==> config.mk <==
export PLATFORM = sky130hd
export DESIGN_NAME = servo_frame_scheduler
export DESIGN_NICKNAME = d
export VERILOG_FILES = /design/src/rtl/servo_frame_scheduler.sv
export SDC_FILE = /design/constraint.sdc
export NUM_CORES = 1
export LEC_CHECK = 0
export CAP_MARGIN = 40
export CORE_UTILIZATION = 40
export CTS_BUF_LIST = sky130_fd_sc_hd__clkbuf_4
export DETAILED_ROUTE_END_ITERATION = 8
export PLACE_DENSITY_LB_ADDON = 0.12
export SYNTH_ARGS = -nofsm -noshare
export SYNTH_HDL_FRONTEND = slang
export SYNTH_SLANG_ARGS = --single-unit
==> constraint.sdc <==
create_clock -name clk -period 2.5 [get_ports clk]
set_input_delay 0.25 -clock clk [delete_from_list [all_inputs] [get_ports clk]]
set_output_delay 0.25 -clock clk [all_outputs]
set_load 0.1 [all_outputs]
==> src/rtl/servo_frame_scheduler.sv <==
// Four-channel servo pulse scheduler sharing one slot counter inside a fixed frame.
// Commands land in shadow registers and are committed to pulse widths only at frame wrap.
module servo_frame_scheduler #(
  parameter int CLK_FREQ      = 50_000_000,
  parameter int FRAME_COUNT   = CLK_FREQ / 50,
  parameter int SLOT_COUNT    = 125_000,
  parameter int NEUTRAL_COUNT = 75_000,
  parameter int STEP_SHIFT    = 8
) (
  input  logic       clk,
  input  logic       rst,
  input  logic       enable,
  input  logic       cmd_valid,
  output logic       cmd_ready,
  input  logic [1:0] cmd_ch,
  input  logic       cmd_dir,
  input  logic [6:0] cmd_pos,
  output logic [3:0] pwm_out,
  output logic       frame_tick,
  output logic [1:0] active_ch
);

  localparam logic [19:0] FRAME_LAST = 20'(FRAME_COUNT - 1);
  localparam logic [16:0] SLOT_LAST  = 17'(SLOT_COUNT - 1);
  localparam logic [16:0] NEUTRAL_W  = 17'(NEUTRAL_COUNT);

  // Elaboration-time guards: four slots fit a frame, and every width fits its slot.
  if (4 * SLOT_COUNT > FRAME_COUNT) begin : g_chk_frame
    $error("servo_frame_scheduler: four slots do not fit in one frame");
  end
  if (NEUTRAL_COUNT + (127 << STEP_SHIFT) >= SLOT_COUNT) begin : g_chk_slot
    $error("servo_frame_scheduler: maximum pulse width does not fit in a slot");
  end
  if (NEUTRAL_COUNT <= (127 << STEP_SHIFT)) begin : g_chk_neutral
    $error("servo_frame_scheduler: minimum pulse width would underflow");
  end

  typedef enum logic [1:0] {IDLE, PULSE, GAP} state_t;

  state_t      state, state_nxt;
  logic [1:0]  ch, ch_nxt;
  logic [16:0] slot_cnt, slot_nxt;
  logic [19:0] frame_cnt;
  logic        wrap;
  logic        accept;

  logic        shadow_dir [4];
  logic [6:0]  shadow_pos [4];
  logic [16:0] width      [4];

  function automatic logic [16:0] calc_width(input logic dir, input logic [6:0] pos);
    logic [16:0] offset;
    offset = 17'(pos) << STEP_SHIFT;
    if (pos == 7'd0)
      return NEUTRAL_W;
    else if (dir)
      return NEUTRAL_W + offset;
    else
      return NEUTRAL_W - offset;
  endfunction

  assign wrap      = (frame_cnt == FRAME_LAST);
  // Blocking the wrap cycle keeps a shadow write from racing the commit.
  assign cmd_ready = !rst && !wrap;
  assign accept    = cmd_valid && cmd_ready;

  always_ff @(posedge clk) begin
    // NOTE: sequential state uses non-blocking assignments so every register
    // samples the pre-edge values regardless of statement order.
    if (rst) begin
      frame_cnt  <= FRAME_LAST;
      frame_tick <= 1'b0;
    end else begin
      frame_cnt  <= wrap ? 20'd0 : frame_cnt + 20'd1;
      frame_tick <= wrap;
    end
  end

  always_ff @(posedge clk) begin
    // NOTE: these small register arrays are reset explicitly so every channel
    // restarts at neutral; a RAM-style array would not be resettable this way.
    if (rst) begin
      for (int k = 0; k < 4; k++) begin
        shadow_dir[k] <= 1'b0;
        shadow_pos[k] <= 7'd0;
        width[k]      <= NEUTRAL_W;
      end
    end else begin
      if (accept) begin
        shadow_dir[cmd_ch] <= cmd_dir;
        shadow_pos[cmd_ch] <= cmd_pos;
      end
      if (wrap) begin
        for (int k = 0; k < 4; k++)
          width[k] <= calc_width(shadow_dir[k], shadow_pos[k]);
      end
    end
  end

  always_ff @(posedge clk) begin
    if (rst) begin
      state    <= IDLE;
      ch       <= 2'd0;
      slot_cnt <= 17'd0;
    end else begin
      state    <= state_nxt;
      ch       <= ch_nxt;
      slot_cnt <= slot_nxt;
    end
  end

  always_comb begin
    // NOTE: defaults first so every path assigns every output and no latch is inferred.
    state_nxt = state;
    ch_nxt    = ch;
    slot_nxt  = slot_cnt;
    case (state)
      IDLE: begin
        if (wrap && enable) begin
          state_nxt = PULSE;
          ch_nxt    = 2'd0;
          slot_nxt  = 17'd0;
        end
      end
      PULSE: begin
        slot_nxt = slot_cnt + 17'd1;
        if (slot_cnt == width[ch] - 17'd1)
          state_nxt = GAP;
      end
      GAP: begin
        slot_nxt = slot_cnt + 17'd1;
        if (slot_cnt == SLOT_LAST) begin
          if (ch == 2'd3) begin
            // When four slots exactly fill the frame, the last gap ends on the wrap edge.
            if (wrap && enable) begin
              state_nxt = PULSE;
              ch_nxt    = 2'd0;
              slot_nxt  = 17'd0;
            end else begin
              state_nxt = IDLE;
            end
          end else begin
            state_nxt = PULSE;
            ch_nxt    = ch + 2'd1;
            slot_nxt  = 17'd0;
          end
        end
      end
      default: state_nxt = IDLE;
    endcase
  end

  always_comb begin
    pwm_out = 4'b0000;
    if (state == PULSE)
      pwm_out[ch] = 1'b1;
  end

  assign active_ch = (state == IDLE) ? 2'd0 : ch;

endmodule

# ---- Word level (Yosys, flattened, before mapping)
# Memories as Yosys holds them, arrays and structs flattened. A register that Yosys moved wholly into a read port is not among the register bits.
# Cells that the tools add are included.
dict set report totals {
  n_memories 3
  output_inout_bits 8
  ff_bits 42
  elab_cells 111
  ramBits 100
  inputBits 14
}
# memory depth width read_ports rd_ports_with_merged_regs write_ports line
set memory_table {}
lappend memory_table {width 4 17 1 1 4 49} ;# logic [16:0] width [4];
lappend memory_table {shadow_pos 4 7 4 0 4 48} ;# logic [6:0] shadow_pos [4];
lappend memory_table {shadow_dir 4 1 4 0 4 47} ;# logic shadow_dir [4];
dict set report classes {
  magnitude_cmp 2
  n_eq_ne 9
  addsub 12
  n_bitwise 4
  n_mux 56
  n_reduce_logical 19
}
# operator count
set ops {}
lappend ops {{17-bit two-way mux} 24}
lappend ops {{17-bit by 15-bit adder with 17-bit output (first input constant)} 4}
lappend ops {{17-bit by 15-bit subtractor with 17-bit output (first input constant)} 4}
lappend ops {{17-bit one-hot mux with 3 select lines} 1}
lappend ops {{7-bit zero test} 4}
lappend ops {{2-bit two-way mux} 12}
lappend ops {{20-bit by 1-bit adder with 20-bit output (second input constant)} 1}
lappend ops {{20-bit equality test (second input constant)} 1}
lappend ops {{20-bit two-way mux} 1}
lappend ops {{17-bit by 1-bit adder with 17-bit output (second input constant)} 1}
lappend ops {{17-bit equality test} 1}
lappend ops {{17-bit equality test (second input constant)} 1}
lappend ops {{17-bit by 1-bit subtractor with 17-bit output (second input constant)} 1}
lappend ops {{1-bit two-way mux} 13}
lappend ops {{7-bit two-way mux} 1}
lappend ops {{7-bit OR reduction} 1}
lappend ops {{2-bit != test (second input constant)} 3}
lappend ops {{2-bit one-hot mux with 3 select lines} 1}
lappend ops {{2-bit equality test (second input constant)} 2}
lappend ops {{1-bit logical AND} 4}
lappend ops {{4-bit two-way mux} 1}
lappend ops {{1-bit bitwise OR} 4}
lappend ops {{2-bit one-hot mux with 2 select lines} 1}
lappend ops {{2-bit AND reduction} 2}
lappend ops {{12 further kinds} 13}

# ---- Longest topological paths before layout
# Gate-level depths: netlist of run 1.
dict set report depth {
  ltp_word 9
  depth_mapped 9
  mapped_depth_nobuf 8
}

# ---- Worst setup path after synthesis of run 1
# Ideal clock, no wire load.
dict set report synth_path {
  path_type {register to register}
  from {reg frame_cnt[8]}
  to {mem shadow_dir[3] (enable)}
  setup_ps 330
  required_ps 2170
  n_path_buf 2
  period_less_slack_ps 2766
  stages_incl_launch_ff 7
  arrival_ps 2436
  setup_slack_ps -266
  cell_sequence {dfxtp_1 > nor4_1 > and4b_1 > buf_2 > a21oi_1 > clkbuf_1 > a41o_1}
}
# element line
set synth_lines {}
lappend synth_lines {{start, declared} 43} ;# logic [19:0] frame_cnt;
lappend synth_lines {{start signal, assigned} 74} ;# frame_cnt <= wrap ? 20'd0 : frame_cnt + 20'd1;
lappend synth_lines {{end, declared} 47}

==> results of run 1 <==
## final timing paths
path | startpoint | to | slack [ns] | depth (start not counted)
setup / recovery | frame_cnt[0] | width[1][15] | 0.20 | 8
hold / removal | slot_cnt[1] | slot_cnt[1] | 0.53 | 2
setup reg to reg | frame_cnt[0] | width[1][15] | 0.20 | 8
hold reg to reg | slot_cnt[1] | slot_cnt[1] | 0.53 | 2
## placed cells by master (no fill, tap or decap), drive strengths merged, types with 2 or more instances in the layout
cell type      Yosys  layout
nor2b              2       2
a31oi              3       3
mux2i             13      13
a211oi             2       2
xor2               9       9
clkdlybuf4s50      0      13
nand4             10      10
or2                4       4
nor4              16      16
clkbuf            15      11
nand2             22      22
buf                7      22
nand3             17      17
dfxtp             44      44
nor3               6       6
o31ai              2       2
edfxtp            68      68
a211o              4       4
xnor2             56      56
o21ai             23      23
and2              28      28
nand2b            10      10
a2111oi            3       3
and3              13      13
clkinv             1       3
mux4               7       7
ha                27      27
and4               2       2
inv               36      38
a21oi             35      35
nor3b              3       3
a21o               9       9
nor2              75      75
## power by group through the flow
stage / clock, mW / sequential [mW] / combinational [mW]
after floorplan: 0 / 2.48 / 1.18
after global placement: 0 / 2.54 / 1.49
after detailed placement: 0 / 2.54 / 1.52
after CTS: 0.963 / 2.50 / 1.52
after global routing: 1.03 / 2.53 / 1.70
final: 0.922 / 2.49 / 1.53
## critical path, cell delays in order, from the launching register on
cell and delay [ns]:
dfxtp_1 0.40, ha_1 0.22, nand3_2 0.13, nor4_4 0.31, buf_4 0.19, nand2_2 0.08, nor2_4 0.23, o21ai_2 0.17
a2111oi_2 0.37
## per-layer routing
layer | wire [um] | part of all wire, % | vias up
met5 | 0 | 0 | -
met4 | 187 | 1.6 | 0
met3 | 418 | 3.5 | 12
met2 | 5910 | 50 | 65
met1 | 5300 | 45 | 1933
li1 | - | - | 2096
## cell families after synthesis
logic type | count (synthesis) | share of synthesized area (%)
XOR/XNOR | 65 | 9.30
flip-flops | 112 | 47.8
buffers and inverters | 59 | 4.05
adder cells (fa/ha/maj) | 27 | 5.52
AO/OA/AOI/OAI | 87 | 9.32
AND/OR/NAND/NOR | 214 | 19.4
multiplexers | 20 | 4.70
## what timing repair did
action                                  in CTS  in global routing
setup buffers                                0                  2
endpoints found under the setup margin       7                 35
pin swaps                                    0                  1
resized for setup                            1                  3
## registers in the layout (all words and copies together), names as in the netlist, named ones only
signal,flops
width,36
shadow_pos,28
frame_cnt,20
slot_cnt,17
shadow_dir,4
ch,2
state,2
frame_tick,1
## cells in the mapped netlist (2+ instances only)
master     instances
nor4_2             6
ha_1              27
clkbuf_1          15
nand2b_1          10
nor2b_1            2
a31oi_1            2
nand3_1           16
and2_1            28
nor4_4             2
a211oi_1           2
a2111oi_2          3
a21oi_1           35
or2_2              4
mux4_2             7
inv_1             36
nand2_1           21
buf_4              2
buf_6              2
o21ai_0           18
nor3_1             6
o21ai_2            4
nor2_2             6
nor4_1             8
and4_1             2
a21o_1             9
nor2_1            68
buf_2              3
o31ai_1            2
xor2_1             9
dfxtp_1           44
a211o_1            4
edfxtp_1          68
nand4_1           10
nor3b_1            3
xnor2_1           56
and3_1            13
mux2i_1           13
## layout make-up
class | instances | area share [%]
Sequential cell | 112 | 43.5
Clock inverter | 5 | 0.949
Tap cell | 184 | 3.42
Multi-Input combinational cell | 413 | 44.1
Inverter | 37 | 2.07
Timing Repair Buffer | 35 | 4.76
Clock buffer | 11 | 1.23
## through the flow
step / instances / util (%) / cell area, um2 / hold WS (ns)
after floorplan: 584 / - / 6120 / 0.340
after global placement: 779 / 44.4 / 6550 / 0.486
after detailed placement: 779 / 44.4 / 6550 / 0.510
after CTS: 795 / 45.4 / 6700 / 0.511
after global routing: 797 / 45.6 / 6730 / 0.510
final: 797 / 45.6 / 6730 / 0.531
==> impl_metrics.ini, run 1 <==
[route]
drc = 0
postRouteWirelength_um = 11800
drtIter0Drc = 201
via_per_inst = 5.15
firstDrtPassIters = 4
wire_per_inst_um = 14.8
ant_nets = 0
vias = 4106

[critical_path]
cp.required_ns = 2.78
critPathLaunchType = register
path_class = register to register
cp_max_fo = 9
crit_path_end_kind = register
arrival_ns = 2.59

[floorplanning]
start_util_pct = 41.5
io_pins = 22
fp-row-count = 44
die_y_um = 126
die_area_um2 = 15800
die_x_um = 126
core_um2 = 14800

[clock_network]
path_clk_slew_ns = 0.16
cts_tree = done
cts_buffers = 9
hold_buffers = 0
cts.path.max_buffers = 2
cts_sinks = 112
cts_root_buf = clkbuf_4
clock_latency_ns = 0.48
htreeDepth = 3

[final_layout]
multi_input_area_um2 = 2970
drive_gt1_share_pct = 12.9
seq_area_um2 = 2920
num_antenna_cells = 0
layout.nets = 649
area_delta_synth_final_pct = 9.87
num-fill-cells = 1448

[pwr]
ir_drop_uv = 320
p_switching_mw = 1.69
fin_total_pwr_mw = 4.94
leakagePower_nw = 2.33
comb_power_share_pct = 30.9
pwr-share-clk_pct = 18.7
intPower_mw = 3.25
power_density_nw_per_um2 = 735
switching_share_pct = 34.3
seqPwrFrac_pct = 50.4

[sta]
setup_ws_ns = 0.195
min_period_ns = 2.30
setup_violations = 0
relSlewSlack_pct = 62.2
setup_tns_ns = 0
grt_setup_unrepaired = false
finalHoldViolCount = 0
skew_ns = 0.0159
period_share_pct = 92.2
slew_violations = 0
max_freq_mhz = 434
worstMarginPinSlew_ns = 0.564

[grt]
first_global_vias = 4009
grt_overflow = 0
grt_usage_pct = 16.0
grt_pass1_wl_um = 19800
grtUsageMet1_pct = 19.1
antenna_found_initial = 0
use_met2_pct = 28.2
grt_use_met3_pct = 4.12
grt_max_degree = 37
grt_busiest_layer = met2

[place]
post-place-ws_ns = 0.0124
dp_hpwl_um = 9060
place.gp.congestion = 0.746
port_buffers = 21

[synth]
synth_area_leader_cell = edfxtp_1
synth_edf_count = 68
ys_top_cells_by_area = edfxtp_1, dfxtp_1, xnor2_1
async_flop_share_pct = 0
synth_top_area_share_pct = 33.4
yosys_warnings = 0
ys_seq_area_share_pct = 47.8
synth_seq_cells = 112
netlist_instances = 584
synth.distinct_cells = 55
ys.flop_type = edfxtp_1
synth.avg_cell_area_um2 = 10.5
netlist_area_um2 = 6120
syn_nets = 625

[outcome]
status = finished clean

[hold_path]
hold_class = register to register

[run]
cap_violations = 0
No activity file was read; power rests on OpenSTA's default activity.
==> run 2, diff against run 1 <==
- CAP_MARGIN: 40 -> 25
==> results of run 2 <==
Same layout as run 1: the final DEF is identical, and so are final timing and power.
==> run 3, diff against run 2 <==
- CORE_UTILIZATION: 40 -> 57
- GPL_TIMING_DRIVEN: not set -> 1
- RECOVER_POWER: not set -> 100
==> run 3 against run 2 <==
  * Setup slack worse by 0.17 ns
  * Global-route usage grew 5.1 points
  * Hold slack improved by 0.0046 ns
  * Clock power is 19% lower
  * Total power down 4.1%
  * Sequential power about the same
  * Combinational power barely moved
  * Non-clock buffer count fell by 2
  * Fmax down 7.0%
  * Die area fell by 29%
  * Largest cell class unchanged
  * Clock skew hardly changed
==> impl_metrics.ini, run 3 (synthesized netlist as in run 1, its figures left out) <==
[grt]
grt_overflow = 0
first_global_vias = 3849
grt_usage_pct = 21.1
grt_max_degree = 45
antenna_found_initial = 0
grt_pass1_wl_um = 18400

[sta]
min_period_ns = 2.48
relSlewSlack_pct = 23.0
skew_ns = 0.0160
max_freq_mhz = 403
grt_setup_unrepaired = true
setup_violations = 0
slew_violations = 0
period_share_pct = 99.2
worstMarginPinSlew_ns = 1.16
setup_ws_ns = 0.0212
finalHoldViolCount = 0

[place]
port_buffers = 21
place.gp.congestion = 0.851
placed_area_um2 = 6470
post-place-ws_ns = 0.0573
dp_hpwl_um = 8230

[pwr]
power_density_nw_per_um2 = 722
ir_drop_uv = 578
leakagePower_nw = 2.27
fin_total_pwr_mw = 4.74

[clock_network]
path_clk_slew_ns = 0.15
cts.path.max_buffers = 2
clock_latency_ns = 0.44
htreeDepth = 3
cts_buffers = 9
cts_root_buf = clkbuf_4
cts_sinks = 112
cts_tree = done

[floorplanning]
die_area_um2 = 11200
fp-row-count = 37
start_util_pct = 59.0
die_x_um = 106
die_y_um = 106
io_pins = 22
core_um2 = 10400

[route]
drtIter0Drc = 159
firstDrtPassIters = 5
ant_nets = 0
drc = 0
postRouteWirelength_um = 10900
vias = 4012
wire_per_inst_um = 14.7
via_per_inst = 5.38

[final_layout]
top_regs = width x36, shadow_pos x28, frame_cnt x20
drive_gt1_share_pct = 11.3
final_cell_mix = nor2_1, edfxtp_1, xnor2_1, dfxtp_1, inv_1
largest_reg_flops = 36
final_area_um2 = 6570
layout.nets = 647
top_register = width
num-fill-cells = 874
area_delta_synth_final_pct = 7.28
num_antenna_cells = 0

[outcome]
status = finished clean

[critical_path]
path_class = register to register
r2r_cells = 7
arrival_ns = 2.62
cp_max_fo = 9
cp.required_ns = 2.65
critPathLaunchType = register
crit_path_end_kind = register

[run]
cap_violations = 0

[hold_path]
hold_class = register to register
hold_depth = 2
-- run 3: cell count changes in the layout (fill, tap and decap cells not counted), sizes merged --
cell    change
buf        -13
clkbuf     +10
clkinv      +2
bufinv      -1
inv         -1
-- run 3: worst paths after layout --
check                                    from                to  slack [ns]
worst max-delay path             frame_cnt[0]  shadow_pos[2][1]        0.02
worst min-delay path            frame_cnt[15]     frame_cnt[15]        0.54
worst max register to register   frame_cnt[0]  shadow_pos[2][1]        0.02
worst min register to register  frame_cnt[15]     frame_cnt[15]        0.54
-- run 3: timing repair --
item,in CTS,in global routing
endpoints found under the setup margin,0,45
setup buffers,0,2
hold buffers,0,0
gates resized for setup,0,4
-- run 3: per-stage QoR --
step | cells | hold slack [ns] | util, % | TNS [ns]
2_1_floorplan | 584 | 0.340 | - | 0
3_3_place_gp | 729 | 0.487 | 62.4 | 0
3_5_place_dp | 729 | 0.509 | 62.4 | 0
4_1_cts | 744 | 0.532 | 63.5 | 0
5_1_grt | 746 | 0.536 | 63.3 | -4.71
6_report | 746 | 0.536 | 63.3 | 0
-- run 3: area by class of cell --
class / instances / area [um2] / share of cell area (%)
tap: 136 / 170 / 2.59
clock inverter: 5 / 33.8 / 0.514
clock buffer: 10 / 75.1 / 1.14
sequential: 112 / 2930 / 44.6
timing repair buffer: 33 / 279 / 4.25
inverter: 37 / 139 / 2.12
multi-input combinational: 413 / 2940 / 44.8
-- run 3: critical path: stages, from the launching register on --
cell and delay, ns:
dfxtp_2 0.36, ha_1 0.23, nand3_2 0.13, nor4_4 0.06, a21oi_1 0.33, nand2_1 0.16
nor3b_1 0.58, or2_2 0.34
-- run 3: power breakdown --
| part | switching (mW) | total, mW | leakage, nW | internal [mW] |
|---|---|---|---|---|
| clock | 0.535 | 0.748 | 0.0619 | 0.213 |
| combinational | 0.899 | 1.50 | 1.18 | 0.605 |
| sequential | 0.201 | 2.49 | 1.03 | 2.29 |
| total | 1.63 | 4.74 | 2.27 | 3.10 |
-- run 3: metal layers --
layer	part of all wire, %	global-route usage [%]	up-vias
li1	-	-	2092
met1	45	25.9	1860
met2	51	37.7	54
met3	2.6	3.77	6
met4	1.1	6.55	0
met5	0	0	-
